### src/rtl/grayblast_pkg.sv
// Shared constants and types for the shader instruction sequencer.
package grayblast_pkg;

    localparam int OPCODE_W   = 14;
    localparam int PROG_DEPTH = 16;
    localparam int ADDR_W     = 4;
    localparam int LEN_W      = ADDR_W + 1;

    localparam logic [OPCODE_W-1:0] OPC_HALT  = 14'h3FFF;
    localparam logic [LEN_W-1:0]    DEPTH_LEN = LEN_W'(PROG_DEPTH);

    typedef enum logic [0:0] {
        SEQ_IDLE = 1'b0,
        SEQ_RUN  = 1'b1
    } seq_state_t;

    function automatic logic is_halt(input logic [OPCODE_W-1:0] op);
        return (op == OPC_HALT);
    endfunction

endpackage

### src/rtl/seq_prog_mem.sv
// Program store: one synchronous write port, one asynchronous read port, no storage reset.
module seq_prog_mem #(
    parameter int WIDTH = 14,
    parameter int DEPTH = 16,
    parameter int AW    = 4
) (
    input  logic             clk,
    input  logic             we,
    input  logic [AW-1:0]    waddr,
    input  logic [WIDTH-1:0] wdata,
    input  logic [AW-1:0]    raddr,
    output logic [WIDTH-1:0] rdata
);

    logic [WIDTH-1:0] mem_r [DEPTH];

    // Storage write
    always_ff @(posedge clk) begin
        if (we) begin
            mem_r[waddr] <= wdata;
        end
    end

    assign rdata = mem_r[raddr];

endmodule

### src/rtl/core_sequencer.sv
// Loads a short shader program over a valid/ready stream and replays it, one opcode
// per clock, to the GPU cores on every start pulse.
module core_sequencer
    import grayblast_pkg::*;
(
    input  logic                clk,
    input  logic                rst_n,
    input  logic                prog_valid,
    output logic                prog_ready,
    input  logic [OPCODE_W-1:0] prog_data,
    input  logic                prog_last,
    input  logic                start,
    output logic [OPCODE_W-1:0] opcode,
    output logic                execute,
    output logic                busy,
    output logic                done,
    output logic                prog_err
);

    seq_state_t          state_r;
    logic [LEN_W-1:0]    pc_r;
    logic [LEN_W-1:0]    wr_ptr_r;
    logic [LEN_W-1:0]    prog_len_r;
    logic                load_active_r;
    logic [OPCODE_W-1:0] opcode_r;
    logic                execute_r;
    logic                busy_r;
    logic                done_r;
    logic                prog_err_r;

    logic                prog_ready_s;
    logic                accept_s;
    logic                mem_we_s;
    logic                start_ok_s;
    logic                run_end_s;
    logic [OPCODE_W-1:0] rd_data_s;

    seq_prog_mem #(
        .WIDTH (OPCODE_W),
        .DEPTH (PROG_DEPTH),
        .AW    (ADDR_W)
    ) u_mem (
        .clk   (clk),
        .we    (mem_we_s),
        .waddr (wr_ptr_r[ADDR_W-1:0]),
        .wdata (prog_data),
        .raddr (pc_r[ADDR_W-1:0]),
        .rdata (rd_data_s)
    );

    // Handshake and run-control decodes; start wins a tie with an offered word
    always_comb begin
        prog_ready_s = 1'b0;
        if ((state_r == SEQ_IDLE) && !start) begin
            prog_ready_s = 1'b1;
        end else begin
            prog_ready_s = 1'b0;
        end
        accept_s   = prog_valid & prog_ready_s;
        mem_we_s   = accept_s & (wr_ptr_r < DEPTH_LEN);
        start_ok_s = start & (state_r == SEQ_IDLE) & ~load_active_r;
        run_end_s  = (pc_r == prog_len_r) | is_halt(rd_data_s);
    end

    // Program loading: write pointer, committed length, overflow flag
    always_ff @(posedge clk or negedge rst_n) begin
        if (!rst_n) begin
            wr_ptr_r      <= {LEN_W{1'b0}};
            prog_len_r    <= {LEN_W{1'b0}};
            load_active_r <= 1'b0;
            prog_err_r    <= 1'b0;
        end else if (accept_s) begin
            if (wr_ptr_r == DEPTH_LEN) begin
                prog_err_r <= 1'b1;
            end
            if (prog_last) begin
                // wr_ptr saturates at DEPTH_LEN, so this clamps the length too
                prog_len_r    <= (wr_ptr_r == DEPTH_LEN) ? DEPTH_LEN : (wr_ptr_r + 5'd1);
                wr_ptr_r      <= {LEN_W{1'b0}};
                load_active_r <= 1'b0;
            end else begin
                wr_ptr_r      <= (wr_ptr_r == DEPTH_LEN) ? DEPTH_LEN : (wr_ptr_r + 5'd1);
                load_active_r <= 1'b1;
            end
        end
    end

    // Run FSM with registered core-facing outputs
    always_ff @(posedge clk or negedge rst_n) begin
        if (!rst_n) begin
            state_r   <= SEQ_IDLE;
            pc_r      <= {LEN_W{1'b0}};
            opcode_r  <= {OPCODE_W{1'b0}};
            execute_r <= 1'b0;
            busy_r    <= 1'b0;
            done_r    <= 1'b0;
        end else begin
            execute_r <= 1'b0;
            done_r    <= 1'b0;
            case (state_r)
                SEQ_IDLE: begin
                    if (start_ok_s) begin
                        if ((prog_len_r == {LEN_W{1'b0}}) || is_halt(rd_data_s)) begin
                            done_r <= 1'b1;
                        end else begin
                            opcode_r  <= rd_data_s;
                            execute_r <= 1'b1;
                            busy_r    <= 1'b1;
                            pc_r      <= 5'd1;
                            state_r   <= SEQ_RUN;
                        end
                    end
                end
                SEQ_RUN: begin
                    if (run_end_s) begin
                        done_r  <= 1'b1;
                        busy_r  <= 1'b0;
                        pc_r    <= {LEN_W{1'b0}};
                        state_r <= SEQ_IDLE;
                    end else begin
                        opcode_r  <= rd_data_s;
                        execute_r <= 1'b1;
                        pc_r      <= pc_r + 5'd1;
                    end
                end
                default: begin
                    busy_r  <= 1'b0;
                    pc_r    <= {LEN_W{1'b0}};
                    state_r <= SEQ_IDLE;
                end
            endcase
        end
    end

    assign prog_ready = prog_ready_s;
    assign opcode     = opcode_r;
    assign execute    = execute_r;
    assign busy       = busy_r;
    assign done       = done_r;
    assign prog_err   = prog_err_r;

endmodule

### config.mk
export PLATFORM = sky130hd
export DESIGN_NAME = core_sequencer
export DESIGN_NICKNAME = d
export VERILOG_FILES = /design/src/rtl/grayblast_pkg.sv /design/src/rtl/seq_prog_mem.sv /design/src/rtl/core_sequencer.sv
export SDC_FILE = /design/constraint.sdc
export NUM_CORES = 1
export LEC_CHECK = 0
export BUFFER_PORTS_ARGS = -buffer_cell sky130_fd_sc_hd__buf_4
export CELL_PAD_IN_SITES_DETAIL_PLACEMENT = 0
export CELL_PAD_IN_SITES_GLOBAL_PLACEMENT = 2
export CORE_AREA = 2 2 145 147
export CTS_BUF_LIST = sky130_fd_sc_hd__clkbuf_8
export CTS_CLUSTER_DIAMETER = 200
export DETAILED_ROUTE_END_ITERATION = 10
export DIE_AREA = 0 0 147 149
export PLACE_DENSITY_LB_ADDON = 0.1
export SLEW_MARGIN = 5
export SYNTH_ARGS = -nofsm -noshare
export SYNTH_HDL_FRONTEND = slang
export SYNTH_HIERARCHICAL = 1
export SYNTH_SLANG_ARGS = --single-unit
### constraint.sdc
create_clock -name clk -period 4.8 [get_ports clk]
set_input_delay 0.48 -clock clk [delete_from_list [all_inputs] [get_ports clk]]
set_output_delay 0.48 -clock clk [all_outputs]
set_load 0.02 [all_outputs]
# After elaboration in Yosys (flattened, before gate mapping)
# Memories as Yosys holds them, arrays and structs flattened.
# Cells that the tools add are included.
[totals]
register_bits = 34
latch_bits = 0
ram_bits = 224
rom_bits = 0
in_bits = 19
out_inout_bits = 19
word_cells = 62
n_memories = 1
[mem_list]
columns = ["memory", "depth", "word_bits", "read_ports", "rd_clocked_by_memory_dff", "write_ports", "line_no", "rtl"]
rows = [
  ["u_mem.mem_r", 16, 14, 1, 0, 1, "seq_prog_mem.sv:15", "logic [WIDTH-1:0] mem_r [DEPTH];"],
]
[classes]
add_sub_neg = 2
n_mul = 0
div = 0
order_cmp = 1
eq_ne = 7
n_shift = 0
n_mux = 26
bitwise_logic = 7
reduce_logical = 9
[op_table]
columns = ["op", "n"]
rows = [
  ["$mux W14", 3],
  ["$pmux W14 S2", 1],
  ["$mux W5", 5],
  ["$eq A14 B14 Y1 const B", 1],
  ["$mux W1", 13],
  ["$add A5 B1 Y5 const B", 2],
  ["$pmux W5 S2", 1],
  ["$ne A2 B2 Y1 const B", 3],
  ["$pmux W1 S2", 3],
  ["$reduce_and A2 Y1", 3],
  ["$reduce_and A3 Y1", 2],
  ["$eq A5 B5 Y1", 1],
  ["$eq A5 B5 Y1 const B", 1],
  ["$logic_not A5 Y1", 1],
  ["$lt A5 B5 Y1 const B", 1],
  ["$and A1 B1 Y1", 4],
  ["$ne A2 B1 Y1 const B", 1],
  ["$not A1 Y1", 2],
  ["$logic_and A1 B1 Y1", 1],
  ["$logic_not A1 Y1", 1],
  ["$logic_or A1 B1 Y1", 1],
  ["$or A1 B1 Y1", 1],
]

# Longest topological paths before layout
[logic_depth]
depth_word = 7
mapped_depth = 11
ltp_nobuf = 7

# Modules after synthesis
# The synthesis kept the hierarchy.
[modules_own_cells]
columns = ["mod", "instances", "cells_per_inst", "area_per_inst_um2", "seq_area_each_um2"]
rows = [
  ["seq_prog_mem", 1, 365, 8483.1, 6726.5],
  ["core_sequencer", 1, 233, 2134.5, 850.8],
]

# Least setup slack after synthesis
# Ideal clock, no wire load.
[synth_path]
kind = "register -> register"
start = "register, netlist name execute"
end = "memory u_mem.mem_r[0][0] (enable)"
setup_ns = 0.403
arrival_ns = 2.841
required_time_ns = 4.397
setup_slack_ns = 1.556
stages_incl_launch_ff = 7
path_buffers = 2
period_less_slack_ns = 3.244
cell_sequence = "dfrtp_1 -> buf_2 -> or3b_2 -> buf_2 -> nor2_1 -> or3b_1 -> nor3_1"
[synth_lines]
columns = ["item", "line_no"]
rows = [
  ["end, declared", "seq_prog_mem.sv:15"],
]

# Worst setup path after layout
[layout_path]
start = "register pc_r[0]"
end = "register done_r (netlist: done)"
[layout_between]
elab_chain_len = 6
word_cells_on_any_way = 9
cone_classes = "eq/ne: 2; mux: 4; bitwise: 1; reduce/logical: 1; memory: 1"
[layout_rtl]
columns = ["item", "line_no", "rtl"]
rows = [
  ["start, declared", "core_sequencer.sv:21", "logic [LEN_W-1:0] pc_r;"],
  ["start signal, assigned", "core_sequencer.sv:92", "pc_r <= {LEN_W{1'b0}};"],
  ["start signal, assigned", "core_sequencer.sv:118", "pc_r <= {LEN_W{1'b0}};"],
  ["start signal, assigned", "core_sequencer.sv:123", "pc_r <= pc_r + 5'd1;"],
  ["$mem_v2 Z16 W14 (*)", "--", ""],
  ["via rd_data_s[9]", "core_sequencer.sv:36", "logic [OPCODE_W-1:0] rd_data_s;"],
  ["$eq A14 B14 Y1 (*)", "grayblast_pkg.sv:18", "return (op == OPC_HALT);"],
  ["$logic_or A1 B1 Y1", "core_sequencer.sv:103", "if ((prog_len_r == {LEN_W{1'b0}}) || is_halt(rd_data_s)) begin"],
  ["$mux W1", "core_sequencer.sv:103", ""],
  ["$mux W1", "core_sequencer.sv:102", "if (start_ok_s) begin"],
  ["$pmux W1 S2 (*)", "core_sequencer.sv:100", "case (state_r)"],
  ["end signal, assigned", "core_sequencer.sv:96", "done_r <= 1'b0;"],
  ["end signal, assigned", "core_sequencer.sv:99", "done_r <= 1'b0;"],
  ["end signal, assigned", "core_sequencer.sv:104", "done_r <= 1'b1;"],
  ["end, declared", "core_sequencer.sv:28", "logic done_r;"],
]
# The timed path passes the listed nets; every way through them passes the cells marked *.
# A chain may end at the register's enable or synchronous reset.

==> results.cfg <==
[detailed_routing]
drt-initial-drc-count = 482
wl_um = 24600
wl_per_cell_um = 25.2
vias = 5923
remaining_drc_errors = 0
antenna_left = 0
via_per_inst = 6.06
dr.pass1.iters = 4

[clocking]
clk_pin_slew_ps = 60
clockRootBuffer = clkbuf_8
cts_max_path_buffers = 3
cts_tree = done
tritoncts.num_buffers = 42
clock-sinks = 258
clock_latency_ps = 540
cts.htree.levels = 2

[synth]
yosys.area.top_type = edfxtp_1
postSynthAreaPerCell_um2 = 17.8
synth_nets = 620
synth_top_area_share_pct = 63.4
ys.flop_type = edfxtp_1
ys_seq_elements = 258
synth-edff-count = 224
synth_cell_types = 45
netlist_instances = 598
ys_async_sr_fraction_pct = 13.2
ys.warnings.count = 6
synth_area_um2 = 10600
seq_area_frac_synth_pct = 71.4
ys_top_cells_by_area = edfxtp_1 (63%), mux4_2 (12%), dfrtp_1 (8.0%), a22oi_1 (3.0%), nand4_1 (1.8%)

[critical_path]
setup.worst_path.start_class = register
reg2regPathDepth = 8
critPathKind = register to register
critPathArrivalTime_ps = 4270
crit_path_end_kind = register
path_max_fanout = 33
r2r_setup_slack_ps = 960
cp.required_ps = 5220
regToRegEndpoint = done
r2r_start = pc_r[0]

[global_routing]
track_usage_pct = 23.1
grt_pass1_wl_um = 37000
grt_max_degree = 47
grt_pass1_vias = 5881
antenna_found_initial = 0
overflow = 0

[power]
p_leak_nw = 4.10
cellPowerDensity_nw_per_um2 = 580
ir_worst_vdd_mv = 0.384
finalPower_mw = 7.08

[sta]
rsz0062_at_grt = no
drv_slew = 0
finalHoldViolations = 0
setup_viol = 0
min_period_ps = 3840
fmax_mhz = 260
setup-tns-final_ps = 0
worst_pin_slew_ps = 1080
fin_skew_ps = 23.3
timing.slew.headroom_pct = 27.9
period_share_pct = 80.1

[floorplanning]
die-area_um2 = 21900
die_h_um = 149
die_width_um = 147
start_util_pct = 51.6
ios = 38
coreArea_um2 = 20600
fp-row-count = 53

[worst_hold_path]
hold_end = wr_ptr_r[1]
hold_class = input port to register
hold_path_startpoint = prog_last
whs_path_depth = 2

[run_status]
status = complete, no violations

[placement]
io_buffers = 37
gp_congestion = 0.745
dp_hpwl_um = 14000

[cells_and_area]
n_fill_cell = 1566
final_cell_mix = edfxtp_1 (224), buf_4 (61), mux4_2 (56)
diodes = 0
drive_gt1_share_pct = 27.6
nets = 691
syn2layout_area_growth_pct = 15.1
final_common_cell = edfxtp_1

[run]
maxCapViolCount = 0
-- worst max path at each step --
stage               startpoint                end  cells after the start
floorplan              execute  u_mem/mem_r[0][0]                      6
finish                 pc_r[0]               done                      8
global placement       pc_r[0]               done                      8
detailed placement     pc_r[0]               done                      8
CTS                    pc_r[0]               done                      8
global route           pc_r[0]               done                      8
-- timing repair --
action,CTS,global route
hold buffers,1,0
hold endpoints to repair,34,0
gates resized for setup,0,0
buffers inserted,0,0
-- report_power, final --
group | leakage (nW) | total [mW] | switching, mW | internal (mW)
Combinational | 1.16 | 2.10 | 1.18 | 0.915
Clock | 0.508 | 2.11 | 0.860 | 1.25
Sequential | 2.43 | 2.87 | 0.281 | 2.59
-- sequential cells by signal (all words and copies together), names as in the netlist --
signal and cells:
pc_r 5, load_active_r 1, prog_err 1, opcode 14
busy 1, prog_len_r 5, u_mem/mem_r 224, execute 1
done 1, wr_ptr_r 5
-- layout make-up --
cell class	count	area (um^2)	area share [%]
Clock inverter	32	323	2.64
Sequential cell	258	7580	62.1
Tap cell	275	344	2.82
Timing Repair Buffer	64	508	4.16
Multi-Input combinational cell	301	2840	23.2
Clock buffer	45	619	5.07
Inverter	2	7.51	0.0614
-- worst max-delay path, stage by stage, from the launching register on --
cell	delay (ps)
dfrtp_4	850
buf_4	320
mux4_2	520
a22oi_1	240
nand2_1	190
nand4_1	180
or4_1	860
o21ai_4	210
a22o_1	300
-- cells by family after synthesis --
group | synth area share, %
AND/OR/NAND/NOR | 7.19
XOR/XNOR | 0.907
multiplexers | 11.9
flip-flops | 71.4
AO/OA/AOI/OAI | 6.12
buffers and inverters | 2.19
adder cells (fa/ha/maj) | 0.354
-- cell usage after synthesis (2+ instances only) --
cell type and n:
edfxtp_1 224, a21oi_1 5, nand3b_1 2, nor3_1 7
nor3b_1 2, clkbuf_1 15, nor2b_1 16, nand2_1 33
o2111ai_1 14, xnor2_1 8, nand3_1 20, xor2_1 3
o21ai_0 14, buf_2 10, dfrtp_1 34, buf_6 7
inv_1 2, ha_1 3, buf_4 3, o31ai_1 3
a22oi_1 42, nand4_1 30, nand2b_1 5, o22ai_1 5
nor2_1 16, mux4_2 56
-- stage by stage --
stage / worst slack [ps] / cell area [um^2] / utilization (%) / std cells / hold WS, ps
6_report: 956 / 12200 / 59.4 / 977 / 184
5_1_grt: 680 / 12200 / 59.4 / 977 / 198
4_1_cts: 920 / 12200 / 59.4 / 977 / 176
3_5_place_dp: 952 / 11300 / 54.8 / 899 / 453
3_3_place_gp: 1050 / 11300 / 54.8 / 899 / 440
2_1_floorplan: 1560 / 10600 / - / 598 / 184
-- per-layer routing --
metal  track usage, %  up-vias  wire (um)
met4             7.74        0        651
li1                 -     2610          -
met5                0        -          0
met2             38.4      215      12200
met3             4.40       44       1720
met1             31.3     3054      10100
No activity file was read; power rests on OpenSTA's default activity.
